[src/rtl/sync_debounce_pkg.sv]
// Shared types and constants for the CE-gated debounce controller.
package sync_debounce_pkg;

  // Per-channel debounce FSM state.
  typedef enum logic [1:0] {
    StableLo = 2'd0,
    PendHi   = 2'd1,
    StableHi = 2'd2,
    PendLo   = 2'd3
  } deb_state_e;

  localparam int unsigned DebounceDef = 4;
  localparam int unsigned DebounceMax = 255;
  localparam int unsigned GlitchCntW  = 8;

  // Width of the debounce counter; it must hold the value DEBOUNCE itself.
  function automatic int unsigned cnt_width(input int unsigned debounce);
    return $clog2(debounce + 1);
  endfunction

  localparam int unsigned CntWDef = $clog2(DebounceDef + 1);

endpackage

[src/rtl/sync_ce_debounce_ctrl_if.sv]
// Status-input bus between the pad side and the debounce controller.
interface sync_ce_debounce_ctrl_if #(
  parameter int unsigned WIDTH = 1
) ();

  logic             enable;
  logic [WIDTH-1:0] raw_in;
  logic             ce_out;
  logic [WIDTH-1:0] state;
  logic [WIDTH-1:0] rise;
  logic [WIDTH-1:0] fall;
  logic             changed;
  logic [7:0]       glitch_cnt;

  // Driver of the raw inputs (pads / testbench).
  modport master (
    output enable, raw_in,
    input  ce_out, state, rise, fall, changed, glitch_cnt
  );

  // The debounce controller.
  modport slave (
    input  enable, raw_in,
    output ce_out, state, rise, fall, changed, glitch_cnt
  );

endinterface

[src/rtl/debounce_channel.sv]
// One debounce channel: 4-state FSM plus run-length counter, advanced only on ce_i.
// state_o/rise_o/fall_o are registered; glitch_o flags an aborted pending transition
// in the ce cycle where it happens.
module debounce_channel
  import sync_debounce_pkg::*;
#(
  parameter int unsigned DEBOUNCE = 4
) (
  input  logic clk_i,
  input  logic rst_ni,
  input  logic ce_i,
  input  logic s3_i,
  output logic state_o,
  output logic rise_o,
  output logic fall_o,
  output logic glitch_o
);

  localparam int unsigned     CntW    = cnt_width(DEBOUNCE);
  localparam logic [CntW-1:0] CntLast = CntW'(DEBOUNCE);
  localparam logic [CntW-1:0] CntOne  = CntW'(1);

  deb_state_e      st_q;
  logic [CntW-1:0] cnt_q;
  logic [CntW-1:0] cnt_inc;
  logic            state_q;
  logic            rise_q;
  logic            fall_q;

  assign cnt_inc = cnt_q + CntOne;

  // Debounce FSM with registered level and edge pulses.
  always_ff @(posedge clk_i or negedge rst_ni) begin
    if (!rst_ni) begin
      st_q    <= StableLo;
      cnt_q   <= '0;
      state_q <= 1'b0;
      rise_q  <= 1'b0;
      fall_q  <= 1'b0;
    end else begin
      rise_q <= 1'b0;
      fall_q <= 1'b0;
      if (ce_i) begin
        unique case (st_q)
          StableLo: begin
            if (s3_i) begin
              if (DEBOUNCE == 1) begin
                st_q    <= StableHi;
                cnt_q   <= '0;
                state_q <= 1'b1;
                rise_q  <= 1'b1;
              end else begin
                st_q  <= PendHi;
                cnt_q <= CntOne;
              end
            end
          end
          PendHi: begin
            if (s3_i) begin
              if (cnt_inc == CntLast) begin
                st_q    <= StableHi;
                cnt_q   <= '0;
                state_q <= 1'b1;
                rise_q  <= 1'b1;
              end else begin
                cnt_q <= cnt_inc;
              end
            end else begin
              st_q  <= StableLo;
              cnt_q <= '0;
            end
          end
          StableHi: begin
            if (!s3_i) begin
              if (DEBOUNCE == 1) begin
                st_q    <= StableLo;
                cnt_q   <= '0;
                state_q <= 1'b0;
                fall_q  <= 1'b1;
              end else begin
                st_q  <= PendLo;
                cnt_q <= CntOne;
              end
            end
          end
          PendLo: begin
            if (!s3_i) begin
              if (cnt_inc == CntLast) begin
                st_q    <= StableLo;
                cnt_q   <= '0;
                state_q <= 1'b0;
                fall_q  <= 1'b1;
              end else begin
                cnt_q <= cnt_inc;
              end
            end else begin
              st_q  <= StableHi;
              cnt_q <= '0;
            end
          end
          default: begin
            st_q  <= StableLo;
            cnt_q <= '0;
          end
        endcase
      end
    end
  end

  // A pending transition is abandoned when the sample reverts before acceptance.
  always_comb begin
    glitch_o = ce_i & (((st_q == PendHi) & ~s3_i) | ((st_q == PendLo) & s3_i));
  end

  assign state_o = state_q;
  assign rise_o  = rise_q;
  assign fall_o  = fall_q;

endmodule

[src/rtl/sync_ce_debounce_ctrl.sv]
// CE scheduler + debounce controller for slow asynchronous status inputs.
// Prescaler produces a CE strobe every CE_DIV clocks; inputs pass a 3-stage CE-gated
// synchronizer and then one debounce_channel each.
// Optional: define SYNC_DEBOUNCE_GLITCH_CNT_EN to build the saturating glitch counter;
// otherwise glitch_cnt reads 0.
module sync_ce_debounce_ctrl
  import sync_debounce_pkg::*;
#(
  parameter int unsigned WIDTH    = 1,
  parameter int unsigned CE_DIV   = 16,
  parameter int unsigned DEBOUNCE = DebounceDef
) (
  input logic                    clk_i,
  input logic                    rst_ni,
  sync_ce_debounce_ctrl_if.slave bus
);

  localparam int unsigned     PreW    = (CE_DIV > 1) ? $clog2(CE_DIV) : 1;
  localparam logic [PreW-1:0] PreLast = PreW'(CE_DIV - 1);
  localparam logic [PreW-1:0] PreOne  = PreW'(1);

  logic [PreW-1:0]  pre_q, pre_d;
  logic             ce;
  logic             ce_out_q;
  logic [WIDTH-1:0] s1_q, s2_q, s3_q;
  logic [WIDTH-1:0] state, rise, fall, glitch;

  // Prescaler next state and CE decode; disabled prescaler parks at 0.
  always_comb begin
    ce    = bus.enable && (pre_q == PreLast);
    pre_d = pre_q;
    if (!bus.enable || ce) begin
      pre_d = '0;
    end else begin
      pre_d = pre_q + PreOne;
    end
  end

  // Prescaler counter and registered CE copy.
  always_ff @(posedge clk_i or negedge rst_ni) begin
    if (!rst_ni) begin
      pre_q    <= '0;
      ce_out_q <= 1'b0;
    end else begin
      pre_q    <= pre_d;
      ce_out_q <= ce;
    end
  end

  // CE-gated three-stage synchronizer; holds when no CE.
  always_ff @(posedge clk_i or negedge rst_ni) begin
    if (!rst_ni) begin
      s1_q <= '0;
      s2_q <= '0;
      s3_q <= '0;
    end else if (ce) begin
      s1_q <= bus.raw_in;
      s2_q <= s1_q;
      s3_q <= s2_q;
    end
  end

  for (genvar i = 0; i < WIDTH; i++) begin : g_ch
    debounce_channel #(
      .DEBOUNCE (DEBOUNCE)
    ) u_ch (
      .clk_i    (clk_i),
      .rst_ni   (rst_ni),
      .ce_i     (ce),
      .s3_i     (s3_q[i]),
      .state_o  (state[i]),
      .rise_o   (rise[i]),
      .fall_o   (fall[i]),
      .glitch_o (glitch[i])
    );
  end

`ifdef SYNC_DEBOUNCE_GLITCH_CNT_EN
  logic [GlitchCntW-1:0] glitch_cnt_q;

  // Saturating count of cycles with at least one aborted transition.
  always_ff @(posedge clk_i or negedge rst_ni) begin
    if (!rst_ni) begin
      glitch_cnt_q <= '0;
    end else if ((|glitch) && (glitch_cnt_q != '1)) begin
      glitch_cnt_q <= glitch_cnt_q + GlitchCntW'(1);
    end
  end

  assign bus.glitch_cnt = glitch_cnt_q;
`else
  logic unused_glitch;
  assign unused_glitch  = |glitch;
  assign bus.glitch_cnt = 8'd0;
`endif

  assign bus.ce_out  = ce_out_q;
  assign bus.state   = state;
  assign bus.rise    = rise;
  assign bus.fall    = fall;
  assign bus.changed = |(rise | fall);

endmodule
[src/flat_wrapper.sv]
// flat-port wrapper written by rule: the top's interface ports become plain ports
module sync_ce_debounce_ctrl_flat import sync_debounce_pkg::*;
#(
  parameter int unsigned WIDTH    = 1,
  parameter int unsigned CE_DIV   = 16,
  parameter int unsigned DEBOUNCE = DebounceDef
)
  (clk_i, rst_ni, bus_enable, bus_raw_in, bus_ce_out, bus_state, bus_rise, bus_fall, bus_changed, bus_glitch_cnt);
  sync_ce_debounce_ctrl_if #(.WIDTH(WIDTH)) bus_i ();
  input logic clk_i;
  input logic rst_ni;
  input wire logic [$bits(bus_i.enable)-1:0] bus_enable;
  input wire logic [$bits(bus_i.raw_in)-1:0] bus_raw_in;
  output wire logic [$bits(bus_i.ce_out)-1:0] bus_ce_out;
  output wire logic [$bits(bus_i.state)-1:0] bus_state;
  output wire logic [$bits(bus_i.rise)-1:0] bus_rise;
  output wire logic [$bits(bus_i.fall)-1:0] bus_fall;
  output wire logic [$bits(bus_i.changed)-1:0] bus_changed;
  output wire logic [$bits(bus_i.glitch_cnt)-1:0] bus_glitch_cnt;
  assign bus_i.enable = bus_enable;
  assign bus_i.raw_in = bus_raw_in;
  assign bus_ce_out = bus_i.ce_out;
  assign bus_state = bus_i.state;
  assign bus_rise = bus_i.rise;
  assign bus_fall = bus_i.fall;
  assign bus_changed = bus_i.changed;
  assign bus_glitch_cnt = bus_i.glitch_cnt;
  sync_ce_debounce_ctrl #(.WIDTH(WIDTH), .CE_DIV(CE_DIV), .DEBOUNCE(DEBOUNCE)) u_core (.clk_i(clk_i), .rst_ni(rst_ni), .bus(bus_i));
endmodule
[config.mk]
export PLATFORM = sky130hd
export DESIGN_NAME = sync_ce_debounce_ctrl_flat
export DESIGN_NICKNAME = d
export VERILOG_FILES = /design/src/rtl/sync_debounce_pkg.sv /design/src/rtl/sync_ce_debounce_ctrl_if.sv /design/src/rtl/debounce_channel.sv /design/src/rtl/sync_ce_debounce_ctrl.sv /design/src/flat_wrapper.sv
export SDC_FILE = /design/constraint.sdc
export NUM_CORES = 1
export LEC_CHECK = 0
export ABC_CLOCK_PERIOD_IN_PS = 4400
export CORE_MARGIN = 2
export CORE_UTILIZATION = 40
export DETAILED_ROUTE_END_ITERATION = 8
export PLACE_DENSITY = 0.64
export SETUP_SLACK_MARGIN = 0.3
export SLEW_MARGIN = 10
export SYNTH_ARGS = -nofsm -noshare
export SYNTH_HDL_FRONTEND = slang
export SYNTH_SLANG_ARGS = --single-unit
export TNS_END_PERCENT = 30
[constraint.sdc]
create_clock -name clk_i -period 4.4 [get_ports clk_i]
set_clock_uncertainty 0.05 [all_clocks]
set_input_delay 1.32 -clock clk_i [delete_from_list [all_inputs] [get_ports clk_i]]
set_output_delay 1.32 -clock clk_i [all_outputs]
set_load 0.1 [all_outputs]
; ---- After elaboration in Yosys (flattened, before gate mapping)
; Index checks and enable logic that the tools add are counted.
[totals]
elab_cells = 60
output_inout_bits = 13
regBits = 16
[classes]
addsub = 2
muxes = 26
bitwise = 1
reduce_logical = 8
n_eq_ne = 13
[op_table]
columns = op, count
row1 = two-way mux 3 bit, 5
row2 = two-way mux 2 bit, 6
row3 = case mux 3 bit (4 select lines), 1
row4 = two-way mux 1 bit, 11
row5 = "!= test 2 bit, second input constant", 4
row6 = case mux 2 bit (4 select lines), 1
row7 = AND reduction 6 bit, 1
row8 = AND reduction 5 bit, 1
row9 = "adder 4 x 1 -> 4 bit, second input constant", 1
row10 = "equality test 2 bit, second input constant", 2
row11 = "equality test 4 bit, second input constant", 1
row12 = two-way mux 4 bit, 1
row13 = "!= test 2 x 1 -> 1 bit, second input constant", 2
row14 = "adder 3 x 1 -> 3 bit, second input constant", 1
row15 = "equality test 3 bit, second input constant", 1
row16 = "!= test 3 x 2 -> 1 bit, second input constant", 1
row17 = "!= test 3 bit, second input constant", 1
row18 = AND reduction 3 bit, 1
row19 = "equality test 2 x 1 -> 1 bit, second input constant", 1
row20 = zero test 2 bit, 1
row21 = case mux 1 bit (2 select lines), 1
row22 = nonzero test 2 bit, 1
row23 = logical AND 1 bit, 1
row24 = zero test 1 bit, 1
row25 = other kinds (2), 2

; ---- Depth between registers and ports, before layout
[depth]
ltp_word = 6
mapped_depth = 5
ltp_nobuf = 5

; ---- Modules after synthesis
; From an unflattened synthesis, not the netlist that was laid out.
[unflattened]
hier_cells = 71
hier_area_um2 = 785.8
[by_module_without_submodules]
columns = mod, seq_area_each_um2, cells_per_inst, area_each_um2, instances
row1 = debounce_channel, 200.2, 38, 395.4, 1
row2 = sync_ce_debounce_ctrl, 200.2, 33, 390.4, 1

; ---- Worst setup path before layout
; OpenSTA, ideal clock, no wires.
[synth_timing]
path_kind = register to output
from = reg u_core.g_ch[0].u_ch.fall_q
to = out bus_changed
arrival_time_ns = 1.472
path_buffers = 0
path_stages_with_launch = 2
t_required_ns = 3.030
slack_ns = 1.558
cell_sequence = dfrtp_1 -> or2_2
[synth_via]
elab_chain_cells = 1
[synth_rtl]
columns = element, line_no
row1 = "start, declared", debounce_channel.sv:28  ; logic fall_q;
row2 = "start signal, assigned", debounce_channel.sv:39  ; fall_q <= 1'b0;
row3 = "start signal, assigned", debounce_channel.sv:42  ; fall_q <= 1'b0;
row4 = "start signal, assigned", debounce_channel.sv:79  ; fall_q <= 1'b1;
row5 = bitwise OR 1 bit, sync_ce_debounce_ctrl.sv:101  ; assign bus.changed = |(rise | fall);
row6 = "end, declared", flat_wrapper.sv:18  ; output wire logic [$bits(bus_i.changed)-1:0] bus_changed;
; No other way between the ends.

; ---- Worst setup path after layout
; Ends and elaborated chain as after synthesis.

==> results by group <==
Status
  • Status: finished clean

Floorplan
  • Starting Density: 43.6%
  • Die area: 2310 µm²
  • Die width: 48.1 µm
  • IO Count: 17
  • CORE AREA: 1780 µm²
  • FP Rows: 15
  • Die Y: 48.1 µm

Layout
  • Design Area, Final: 892 µm²
  • Nets@finish: 91
  • Commonest non-fill, non-tap cell in the layout: dfrtp_1
  • Most frequent cells in the layout: dfrtp_1, nand2_1, conb_1, clkdlybuf4s50_1, ha_1
  • Layout cells sized above 1: 14.6%
  • Diodes inserted: 0
  • Core Util, Final: 50.0%
  • Layout Area Growth over Synthesis: 14.6%

Setup path
  • Worst Path Required: 3.03 ns
  • CP Class: reg -> out
  • Critical path arrival: 1.91 ns
  • CP startpoint kind: flip-flop
  • Crit. End Element: primary output
  • Max Fanout on Critical Path: 2

Timing
  • Crit share post-route: approximately three quarters
  • Final Hold Slack: about 0.42 ns
  • Worst-margin pin slew: roughly 0.97 ns
  • Setup Viol. Count Final: 0
  • Post-route minimum period: 3.28 ns
  • Worst slew margin: 34.9%
  • Setup TNS: 0 ns
  • Final slew viol count: 0
  • Fmax: just over 300 MHz
  • RSZ-0062 raised after global routing: false
  • Fin. Hold Viols: 0

Clocking
  • Clock H-tree levels: 1
  • Worst-case clock buffer depth: 2
  • Clock Latency Late Sink: 0.28 ns
  • CTS Buf Count: 3
  • Clock sink count: 16
  • Post-CTS Setup Bufs: 0
  • CTS tree: done
  • Clk pin slew, worst setup/hold paths: roughly 0.09 ns
  • Root buffer cell: clkbuf_4
  • PostCTS Resize Cnt: 0
  • Hold buffers post-CTS: 0

Power and ir drop
  • Clock network power share: 33.2%
  • Static Leak: 0.468 nW
  • Switching Fraction: 28.9%
  • Internal Dissipation: 0.204 mW
  • Comb power frac: 14.0%
  • Worst IR Drop VDD: 0.000139 V
  • Power Dens Cells: about 320 nW/µm²
  • Switching power: 0.0832 mW
  • Seq pwr share: about 53%
  • Tot Pwr: 0.288 mW

Routing
  • Routed length per instance: 10.4 µm
  • DRT Pass-1 Iters: 3
  • Final wirelength: 1110 µm
  • Initial DRC Count: 3
  • Post-route ant nets: 0
  • Residual DRC: 0
  • Vias per cell: 4.63
  • Via Count: 495

Global routing
  • GRT Total Usage: between 10% and 20%
  • Number of global-route vias before repair: ~420
  • Antenna violations before repair: 0
  • Overflow after GRT: 0
  • Largest net degree at the start of global routing: 17
  • First-pass GRT wire length: ~1900 µm

Placement
  • Global placement routability congestion: 0.719
  • DP Area: 856 µm²
  • Post-DP HPWL: approximately 800 µm
  • PortBufs: 8

Yosys
  • Mapped Area: 778 µm²
  • Synth cell types: 27
  • Seq/Total Area, Yosys: 51.4%
  • Synth warnings: 0
  • #FFs+latches synth: 16
  • Syn Inst Count: 71
  • Post-Syn Area per Cell: ~11 µm²

Min path
  • Min-delay worst type: reg -> reg

Job
  • Maxcap violations: 0
## cells in the mapped netlist, drive strengths merged
cell / count / area, µm²
mux2: 1 / 11.3
a21boi: 1 / 7.51
o21ai: 2 / 10.0
nand2: 11 / 41.3
buf: 8 / 60.1
o22a: 1 / 8.76
o21a: 1 / 7.51
nor3: 2 / 10.0
or2: 1 / 6.26
a31oi: 1 / 6.26
clkinv: 1 / 8.76
nor2: 2 / 7.51
a22o: 1 / 10.0
a32o: 2 / 22.5
a21oi: 2 / 10.0
dfrtp: 16 / 400
and2: 3 / 21.3
nand4b: 1 / 8.76
xor2: 2 / 17.5
inv: 3 / 11.3
conb: 1 / 3.75
nand4: 1 / 21.3
ha: 4 / 50.1
nand3: 2 / 10.0
and3: 1 / 6.26
## power groups by stage
stage	sequential (mW)	clock, mW	combinational [mW]
2_1_floorplan	0.154	0	0.0392
3_3_place_gp	0.155	0	0.0401
3_5_place_dp	0.155	0	0.0405
4_1_cts	0.152	0.0988	0.0405
5_1_grt	0.152	0.107	0.0424
6_report	0.152	0.0956	0.0402
## final cells by class
| type | count | area (µm²) |
|---|---|---|
| repair buffers | 8 | 80.1 |
| inverters | 4 | 20.0 |
| fillers | 171 | 891 |
| well taps | 25 | 31.3 |
| clock buffers | 4 | 36.3 |
| flip-flops and latches | 16 | 400 |
| multi-input cells | 50 | 324 |
## per-layer routing
| layer | GRT usage, % | share of wire [%] |
|---|---|---|
| met5 | 0 | 0 |
| met4 | 8.11 | 2.1 |
| met3 | 3.33 | 4.4 |
| met2 | 18.7 | 43 |
| met1 | 15.3 | 51 |
## worst max-delay path, cell delays in order, from the launching register on
cell             delay [ns]
dfrtp_1                0.38
or2_2                  0.28
clkdlybuf4s50_1        0.96
## worst paths after layout
kind                                            startpoint                      endpoint  cells past startpoint  slack, ns
worst max-delay path            u_core.g_ch[0].u_ch.fall_o                   bus_changed                      2       1.12
worst min-delay path                           u_core.s1_q                   u_core.s2_q                      2       0.42
worst max register to register             u_core.pre_q[0]  u_core.g_ch[0].u_ch.cnt_q[2]                      5       2.83
worst min register to register                 u_core.s1_q                   u_core.s2_q                      2       0.42
max in group asynchronous                           rst_ni  u_core.g_ch[0].u_ch.cnt_q[1]                      1       2.46
min in group asynchronous                           rst_ni               u_core.pre_q[3]                      1       1.40
## state kept, by name, indices dropped and copies added, names as in the netlist, named ones only
name                      count
u_core.pre_q                  4
u_core.g_ch.u_ch.cnt_q        3
u_core.bus.ce_out             1
u_core.g_ch.u_ch.fall_o       1
u_core.g_ch.u_ch.rise_o       1
u_core.g_ch.u_ch.st_q         1
u_core.g_ch.u_ch.state_o      1
u_core.s1_q                   1
u_core.s2_q                   1
u_core.s3_q                   1
## through the flow
stage / worst slack, ns / instances
2_1_floorplan: 1.56 / 78
3_3_place_gp: 1.44 / 103
3_5_place_dp: 1.42 / 103
4_1_cts: 1.10 / 107
5_1_grt: 1.06 / 107
6_report: 1.12 / 107
## logic make-up (layout without fill, tap and decap cells)
family | after synthesis | in the layout | share of synthesized area [%]
compound gates | 11 | 11 | 10.6
xor+xnor | 2 | 2 | 2.25
fa+ha+maj | 4 | 4 | 6.43
buf+inv | 12 | 16 | 10.3
flops | 16 | 16 | 51.4
mux | 1 | 1 | 1.45
other cells | 1 | 8 | 0.482
simple gates | 24 | 24 | 17.0
(Power assumes the default switching activity.)
